[src/rtl/read_iq.sv]
// Input-side stage of the FM receiver: collects four FIFO bytes into one signed
// 16-bit I/Q pair, scales both samples to fixed point and pushes them out together.
module read_iq #(
    parameter int DATA_SIZE = 32,
    parameter int BYTE_SIZE = 8,
    parameter int BITS      = 10
) (
    input  logic                 clock,
    input  logic                 reset,
    input  logic                 in_empty,
    output logic                 in_rd_en,
    input  logic [BYTE_SIZE-1:0] in_dout,
    input  logic                 i_out_full,
    output logic                 i_out_wr_en,
    output logic [DATA_SIZE-1:0] i_out_din,
    input  logic                 q_out_full,
    output logic                 q_out_wr_en,
    output logic [DATA_SIZE-1:0] q_out_din
);

    localparam int SAMPLE_W = 2 * BYTE_SIZE;

    typedef enum logic {
        S_READ,
        S_WRITE
    } state_t;

    state_t                      state;
    state_t                      state_next;
    logic [1:0]                  byte_cnt;
    logic [3:0][BYTE_SIZE-1:0]   byte_reg;
    logic                        pop;
    logic                        push;
    logic signed [SAMPLE_W-1:0]  i_sample;
    logic signed [SAMPLE_W-1:0]  q_sample;
    logic signed [DATA_SIZE-1:0] i_ext;
    logic signed [DATA_SIZE-1:0] q_ext;

    always_ff @(posedge clock or negedge reset) begin
        if (!reset) begin
            state <= S_READ;
        end else begin
            state <= state_next;
        end
    end

    always_comb begin
        state_next = state;
        case (state)
            S_READ:  if (pop && byte_cnt == 2'd3) state_next = S_WRITE;
            S_WRITE: if (push) state_next = S_READ;
            default: state_next = S_READ;
        endcase
    end

    // Pop is also gated by reset so every output reads 0 while reset is held.
    always_comb begin
        pop  = 1'b0;
        push = 1'b0;
        case (state)
            S_READ:  pop  = reset && !in_empty;
            S_WRITE: push = !i_out_full && !q_out_full;
            default: begin
                pop  = 1'b0;
                push = 1'b0;
            end
        endcase
    end

    assign in_rd_en    = pop;
    assign i_out_wr_en = push;
    assign q_out_wr_en = push;

    always_ff @(posedge clock or negedge reset) begin
        if (!reset) begin
            byte_cnt <= '0;
            byte_reg <= '0;
        end else if (pop) begin
            byte_reg[byte_cnt] <= in_dout;
            byte_cnt           <= byte_cnt + 2'd1;
        end
    end

    assign i_sample  = {byte_reg[1], byte_reg[0]};
    assign q_sample  = {byte_reg[3], byte_reg[2]};
    assign i_ext     = DATA_SIZE'(i_sample);
    assign q_ext     = DATA_SIZE'(q_sample);
    assign i_out_din = i_ext << BITS;
    assign q_out_din = q_ext << BITS;

endmodule

[config.mk]
export PLATFORM = sky130hd
export DESIGN_NAME = read_iq
export DESIGN_NICKNAME = d
export VERILOG_FILES = /design/src/rtl/read_iq.sv
export SDC_FILE = /design/constraint.sdc
export NUM_CORES = 1
export LEC_CHECK = 0
export BUFFER_PORTS_ARGS = -buffer_cell sky130_fd_sc_hd__buf_2
export CORE_UTILIZATION = 47
export CTS_BUF_LIST = sky130_fd_sc_hd__clkbuf_16
export CTS_CLUSTER_DIAMETER = 120
export CTS_CLUSTER_SIZE = 24
export DETAILED_ROUTE_END_ITERATION = 10
export PLACE_DENSITY = 0.81
export SLEW_MARGIN = 5
export SYNTH_ARGS = -nofsm -noshare
export SYNTH_HDL_FRONTEND = slang
export SYNTH_SLANG_ARGS = --single-unit
[constraint.sdc]
create_clock -name clock -period 1.68 [get_ports clock]
set_input_delay 0.168 -clock clock [delete_from_list [all_inputs] [get_ports clock]]
set_output_delay 0.168 -clock clock [all_outputs]
set_load 0.05 [all_outputs]
==> results of run 1 <==
==> layout by cell type, fill, tap and decap left out <==
cell type,count
clkbuf_16,5
buf_4,7
nor3b_4,1
and4bb_1,4
inv_1,3
clkbuf_4,1
dlygate4sd3_1,1
clkinv_1,2
mux2_4,32
xnor2_1,1
dfrtp_1,35
conb_1,20
or2_1,1
buf_2,58
buf_12,2
nor3b_2,1
o21a_1,1
ha_1,4
mux2_1,1
==> sequential cells by signal, summed over array words and instances (netlist names) <==
register / cells
state: 1
q_out_din: 16
byte_cnt: 2
i_out_din: 16
==> metal layers <==
metal	global-route usage, %	routed length (um)
met5	0	0
met4	6.67	22
met3	4.46	214
met2	25.1	1390
met1	20.8	1370
==> kinds of logic after synthesis <==
group	Yosys count
AO/OA/AOI/OAI	1
XOR/XNOR	1
adder cells (fa/ha/maj)	4
buffers and inverters	39
flip-flops	35
multiplexers	33
other	1
AND/OR/NAND/NOR	7
==> metrics by stage <==
stage          area, sq um  util (%)  hold slack, ns  worst slack (ns)
3_5_place_dp          2030      55.1           0.176            0.0951
2_1_floorplan         1900         -          -0.128            0.0416
3_3_place_gp          2030      55.1           0.174             0.150
5_1_grt               2200      59.7           0.173            0.0112
4_1_cts               2200      59.6           0.171            0.0381
6_report              2200      59.7           0.172            0.0774
==> how the worst min path moves through the flow <==
stage / from / endpoint / cells after the start
global route: in_dout[2] / i_out_din[20] / 2
global placement: reset / q_out_din[15] / 2
detailed placement: reset / q_out_din[15] / 2
CTS: in_dout[2] / i_out_din[20] / 2
finish: in_dout[2] / i_out_din[20] / 2
floorplan: reset / byte_cnt[0] / 0
==> worst register-to-register path, delay by kind of cell (launching register included) <==
kind                     cells  cell delay [ns]
adder cells (fa/ha/maj)      1             0.16
flip-flops                   1             0.38
multiplexers                 1             0.35
AND/OR/NAND/NOR              1             0.58
==> what timing repair did <==
item                                   in CTS  in global routing
buffers inserted                            0                  0
setup endpoints to repair                   0                  1
endpoints found under the hold margin      35                  0
hold buffers                                2                  0
gates resized for setup                     0                  1
==> layout make-up <==
type,instances,area [sq um]
Multi-Input combinational cell,66,721
Clock inverter,3,11.3
Fill cell,318,1490
Timing Repair Buffer,69,400
Sequential cell,35,876
Clock buffer,5,125
Tap cell,48,60.1
Inverter,2,7.51
==> reports/metrics.yaml, run 1 <==
finalClockSkew_ns: 0.00227
hpwl_um: 2150
r2r_start: "byte_cnt[1]"
synth_edf_count: 0
setup_viol: 0
drv_slew: 0
htreeDepth: 2
synth_top_area_share_pct: 48.3
synthTopCellsByArea: "dfrtp_1 48%, mux2_4 26%, buf_4 14%, and4bb_1 2.8%, ha_1 2.8%"
hp-class: "in -> reg"
yosysTopAreaCell: "dfrtp_1"
cp-start-kind: "input pin"
synthCells: 121
rsz0062_at_grt: "no"
synth_compound_area_share_pct: 0.414
synthSimpleGateAreaFrac_pct: 4.21
synth_common_cells: "35 x dfrtp_1, 33 x buf_4, 32 x mux2_4"
crit_slowest_cell: "dlygate4sd3_1"
cp_top_family: "buffers and inverters"
synthToLayoutAreaGrowth_pct: 21.3
cp-endpoint: "in_rd_en"
cts_tree: "yes"
startpoint: "reset"
synth_async_sr_flop_share_pct: 100
cp.depth: 5
period_needed_ns: 1.60
cts.sinks: 35
drive_above_1_share_pct: 59.4
track_usage_pct: 16.0
synth_cell_type_count: 14
reg2reg_slack_ns: 0.09
critPathArrivalTime_ns: 1.43
port-buffer-count: 59
period_share_pct: 95.4
yosys-mux-area-fraction_pct: 27.1
final_nets: 196
grt_pass1_vias: 970
rows: 22
place_congestion: 0.704
r2r_cells: 3
synth-seq-area-share_pct: 48.3
die_y_um: 64.1
drc: 0
syn_area_per_cell_sq_um: 15.0
cp_num_buf_inv: 4
crit_path_end_kind: "output port"
totalWireLength_um: 3000
vias: 1025
grt_pass1_wl_um: 4770
firstDrtPassIters: 2
slowest_delay_ns: 0.51
setup_tns_ns: 0
max-slew-margin-rel_pct: 60.8
core_sq_mm: 0.00369
synth-xor-area-share_pct: 0.483
synth_area_sq_mm: 0.00181
antenna_found_initial: 0
vias_per_cell: 4.50
status: "finished clean"
die_area_sq_mm: 0.00411
critPathKind: "in -> out"
finalNonFillerCells: 228
finalHoldViolations: 0
numCtsBuffers: 5
worstMarginPinSlew_ns: 0.589
ys_seq_elements: 35
ios: 80
grt_overflow: 0
cap_violations: 0
initial_core_util_pct: 49.2
critPathRequiredTime_ns: 1.51
placed_cells: 218
insertion_delay_ns: 0.27
r2r-end: "q_out_din[25]"
path_max_fanout: 5
path_cells: "dlygate4sd3_1 -> buf_2 -> buf_12 -> nor3b_4 -> clkbuf_4"
clkTransAtPathRegs_ns: 0.05
n_antenna_cell: 0
post_drt_wl_per_cell_um: 13.2
die_w_um: 64.1
synth.most_common_cell: "dfrtp_1"
synth_top_family_by_area: "multiplexers"
clockBufferDepth: 2
synth_ff_type: "dfrtp_1"
first_iter_violations: 34
ant_nets: 0
grt_max_degree: 36
max_freq_ghz: 0.624
synth-adder-area-share_pct: 2.76
synth_warnings: 0
cts_root_buf: "clkbuf_16"
Power of run 1 is not shown: default switching activity piles up to over one toggle a cycle in this logic, so the estimate is an artifact.
==> run 2, diff against run 1 <==
--- a/config.mk
+++ b/config.mk
@@ -6,12 +6,12 @@
 export NUM_CORES = 1
 export LEC_CHECK = 0
 export BUFFER_PORTS_ARGS = -buffer_cell sky130_fd_sc_hd__buf_2
-export CORE_UTILIZATION = 47
-export CTS_BUF_LIST = sky130_fd_sc_hd__clkbuf_16
+export CORE_UTILIZATION = 49
+export CTS_BUF_LIST = sky130_fd_sc_hd__clkbuf_4 sky130_fd_sc_hd__clkbuf_8
 export CTS_CLUSTER_DIAMETER = 120
 export CTS_CLUSTER_SIZE = 24
 export DETAILED_ROUTE_END_ITERATION = 10
-export PLACE_DENSITY = 0.81
+export PLACE_DENSITY = 0.83
 export SLEW_MARGIN = 5
 export SYNTH_ARGS = -nofsm -noshare
 export SYNTH_HDL_FRONTEND = slang
==> run 2 against run 1 <==
Effect of this change:
- flip-flop and latch count unchanged
- first-iteration DRC count up 32%
- sequential share of layout area up 1.0 points
- maximum frequency up 4.5%
- clock skew about the same
- die area down 4.0%
- register-to-register slack better by 0.06 ns
- utilization up 2.7 points
- worst hold slack worse by 0.12 ns
==> reports/metrics.yaml, run 2 (synthesized netlist as in run 1, its figures left out) <==
grt_pass1_wl_um: 5440  # +14%
critPathArrivalTime_ns: 1.71  # +0.28 ns
cts.sinks: 35  # unchanged
status: "finished clean"
crit_path_end_kind: "flop"
ant_nets: 0  # unchanged
track_usage_pct: 18.7  # +2.7 points
final_nets: 196  # unchanged
initial_core_util_pct: 52.7  # +3.5 points
grt_max_degree: 30  # -17%
final_common_cell: "buf_2"
rsz0062_at_grt: "no"
grt_pass1_vias: 1024  # +5.6%
setup_viol: 0  # unchanged
period_share_pct: 91.3  # -4.1 points
cp-start-kind: "flop"
totalWireLength_um: 3390  # +13%
die_y_um: 62.9  # -2.0%
cts_root_buf: "clkbuf_8"
antenna_found_initial: 0  # unchanged
cap_violations: 0  # unchanged
vias_per_cell: 4.55  # +1.3%
critPathRequiredTime_ns: 1.85  # +0.34 ns
synthToLayoutAreaGrowth_pct: 18.3
period_needed_ns: 1.53  # -0.0686 ns
finalClockSkew_ns: 0.00256  # +0.000293 ns
n_antenna_cell: 0  # unchanged
core_sq_mm: 0.00344  # -6.7%
clockBufferDepth: 2  # unchanged
drv_slew: 0  # unchanged
hp-class: "in -> async"
clkTransAtPathRegs_ns: 0.07  # +0.02 ns
post_dp_cell_area_sq_mm: 0.00202  # -0.37%
critPathKind: "reg -> reg"
insertion_delay_ns: 0.29  # +0.02 ns
vias: 1029  # +0.39%
die_w_um: 62.9  # -2.0%
setup_tns_ns: 0  # unchanged
place_congestion: 0.760  # +8.0%
port-buffer-count: 59  # unchanged
hpwl_um: 2560  # +19%
finalInstanceArea_sq_mm: 0.00215  # -2.4%
max_freq_ghz: 0.652  # +4.5%
path_max_fanout: 5  # unchanged
rows: 21  # -4.5%
drc: 0  # unchanged
grt_overflow: 0  # unchanged
cts_tree: "yes"
finalHoldViolations: 0  # unchanged
firstDrtPassIters: 4  # +2
htreeDepth: 2  # unchanged
post_drt_wl_per_cell_um: 15.0  # +14%
post_cts_buffers: 0  # unchanged
drive_above_1_share_pct: 61.7  # +2.2 points
final_cell_mix: "59 x buf_2, 35 x dfrtp_1, 32 x mux2_4"
die_area_sq_mm: 0.00395  # -4.0%
nFillCells: 270  # -15%
numCtsBuffers: 5  # unchanged
first_iter_violations: 45  # +32%
ios: 80  # unchanged
==> run 2: final timing paths <==
kind	start	to	slack, ns	depth (start not counted)
max	byte_cnt[0]	i_out_din[11]	0.15	5
min	reset	q_out_din[19]	0.05	3
max reg2reg	byte_cnt[0]	i_out_din[11]	0.15	5
min reg2reg	i_out_din[10]	i_out_din[10]	0.51	1
max in group asynchronous	reset	i_out_din[14]	1.00	3
min in group clock	in_dout[4]	q_out_din[22]	0.16	2
==> run 2: timing repair <==
item,CTS,global route
gates resized for setup,0,1
setup endpoints to repair,0,6
hold buffers,1,0
endpoints found under the hold margin,6,0
==> run 2: metrics by stage <==
stage | util, % | cells | worst slack [ns] | hold WS, ns
2_1_floorplan | - | 140 | 0.0416 | -0.128
3_3_place_gp | 58.8 | 217 | 0.167 | 0.104
3_5_place_dp | 58.8 | 217 | 0.0742 | 0.113
4_1_cts | 62.4 | 226 | 0.0631 | 0.0568
5_1_grt | 62.4 | 226 | 0.0862 | 0.0847
6_report | 62.4 | 226 | 0.146 | 0.0542
==> run 2: worst max-delay path: stages (launching register included) <==
cell and delay [ns]:
dfrtp_1 0.40, inv_1 0.13, ha_1 0.17, and4bb_1 0.23, buf_4 0.18, mux2_4 0.31
==> run 2: final cells by class <==
type	instances	area, sq um	area share (%)
Timing Repair Buffer	69	373	17.4
Inverter	2	7.51	0.350
Multi-Input combinational cell	66	721	33.6
Sequential cell	35	876	40.8
Tap cell	46	57.6	2.68
Clock buffer	5	68.8	3.21
Clock inverter	3	43.8	2.04
==> run 2: layer usage <==
layer	global-route usage [%]	wire [um]	vias up
met3	5.29	176	6
met1	22.8	1410	506
li1	-	-	468
met5	0	0	-
met4	6.98	49	0
met2	31.4	1750	49
Power of run 2 is left out for the same reason.
==> run 3, diff against run 2 <==
==> constraint.sdc (replaced) <==
create_clock -name clock -period 1.68 [get_ports clock]
set_input_delay 0 -clock clock [delete_from_list [all_inputs] [get_ports clock]]
set_output_delay 0 -clock clock [all_outputs]
set_load 0.05 [all_outputs]
==> run 3 against run 2 <==
Effect of this change:
- non-clock buffer count grew 4
- clock skew grew 0.0021 ns
- worst setup slack lost 0.021 ns
- first-iteration DRC count shrank 2.2%
- sequential share of layout area shrank 0.59 points
- worst hold slack lost 0.052 ns
- via count grew 1.7%
- maximum frequency shrank 1.4%
- utilization grew 0.91 points
- largest cell class unchanged
- final cell count grew 1.8%
- global-route usage grew 0.87 points
==> reports/metrics.yaml, run 3 (synthesized netlist as in run 1, its figures left out) <==
cts.sinks: 35  # unchanged
period_needed_ns: 1.56  # +0.0215 ns
hp-class: "in -> reg"
grt_pass1_vias: 1080  # +5.5%
place_congestion: 0.707  # -7.0%
hpwl_um: 2530  # -1.1%
first_iter_violations: 44  # -2.2%
vias_per_cell: 4.55  # about the same
firstDrtPassIters: 4  # unchanged
totalWireLength_um: 3450  # +2.0%
critPathArrivalTime_ns: 1.73  # +0.02 ns
grt_overflow: 0  # unchanged
drv_slew: 0  # unchanged
setup_tns_ns: 0  # unchanged
drive_above_1_share_pct: 60.3  # -1.3 points
rows: 21  # unchanged
initial_core_util_pct: 52.7  # unchanged
final_cell_mix: "59 x buf_2, 35 x dfrtp_1, 32 x mux2_4"
path_cells: "inv_1 -> ha_1 -> and4bb_1 -> buf_4 -> mux2_4"
cts_root_buf: "clkbuf_8"
numCtsBuffers: 5  # unchanged
synthToLayoutAreaGrowth_pct: 20.1
core_sq_mm: 0.00344  # unchanged
crit_slowest_cell: "dfrtp_1"
finalHoldViolations: 0  # unchanged
clkTransAtPathRegs_ns: 0.07  # about the same
critPathRequiredTime_ns: 1.85  # about the same
cp_num_buf_inv: 2  # unchanged
post_cts_buffers: 0  # unchanged
final_common_cell: "buf_2"
clockBufferDepth: 2  # unchanged
rsz0062_at_grt: "no"
crit_path_end_kind: "flop"
port-buffer-count: 59  # unchanged
cts_tree: "yes"
ant_nets: 0  # unchanged
critPathKind: "reg -> reg"
antenna_found_initial: 0  # unchanged
status: "finished clean"
period_share_pct: 92.6  # +1.3 points
n_antenna_cell: 0  # unchanged
final_nets: 200  # +2.0%
track_usage_pct: 19.6  # +0.87 points
grt_pass1_wl_um: 5760  # +5.8%
htreeDepth: 2  # unchanged
die_w_um: 62.9  # unchanged
die_area_sq_mm: 0.00395  # unchanged
grt_max_degree: 30  # unchanged
placed_cells: 217  # unchanged
die_y_um: 62.9  # unchanged
slowest_delay_ns: 0.41  # about the same
cp-start-kind: "flop"
cp_top_family: "flip-flops"
drc: 0  # unchanged
insertion_delay_ns: 0.28  # about the same
max_freq_ghz: 0.643  # -1.4%
path_max_fanout: 5  # unchanged
finalClockSkew_ns: 0.00469  # +0.00213 ns
vias: 1047  # +1.7%
setup_viol: 0  # unchanged
cap_violations: 0  # unchanged
finalNonFillerCells: 230  # +1.8%
ios: 80  # unchanged
post_drt_wl_per_cell_um: 15.0  # +0.23%
-- run 3: repair_timing --
item                                   4_1_cts  5_1_grt
endpoints found under the hold margin       43        0
resized for setup                            0        1
hold buffers                                 5        0
setup endpoints to repair                    0        8
-- run 3: cell type report --
type,count,area (sq um)
inverters,2,7.51
multi-input cells,66,721
well taps,46,57.6
fillers,267,1260
clock inverters,1,7.51
clock buffers,7,96.3
flip-flops and latches,35,876
repair buffers,73,413
-- run 3: per-stage QoR --
step                      cell area, sq um  utilization (%)  hold slack (ns)  setup WS [ns]
after floorplan                       1900                -           -0.296          0.192
after global placement                2020             58.8          -0.0606          0.161
after detailed placement              2020             58.8          -0.0381         0.0521
after CTS                             2180             63.3         0.000294         0.0302
after global routing                  2180             63.3          0.00721         0.0453
final                                 2180             63.3          0.00190          0.124
-- run 3: worst paths after layout --
check	startpoint	end	slack [ns]	depth (start not counted)
min in group asynchronous	reset	byte_cnt[1]	0.19	3
worst min register to register	i_out_din[22]	i_out_din[22]	0.51	1
max in group asynchronous	reset	q_out_din[25]	0.93	4
worst min-delay path	in_dout[3]	i_out_din[21]	0.002	2
worst max register to register	byte_cnt[0]	q_out_din[12]	0.12	5
worst max-delay path	byte_cnt[0]	q_out_din[12]	0.12	5
-- run 3: per-layer routing --
| layer | up-vias | track usage, % | wire, um |
|---|---|---|---|
| met5 | - | 0 | 0 |
| met4 | 0 | 7.85 | 39 |
| met3 | 4 | 4.93 | 179 |
| met2 | 50 | 34.5 | 1830 |
| met1 | 518 | 22.6 | 1410 |
| li1 | 475 | - | - |
Power of run 3 is left out for the same reason.
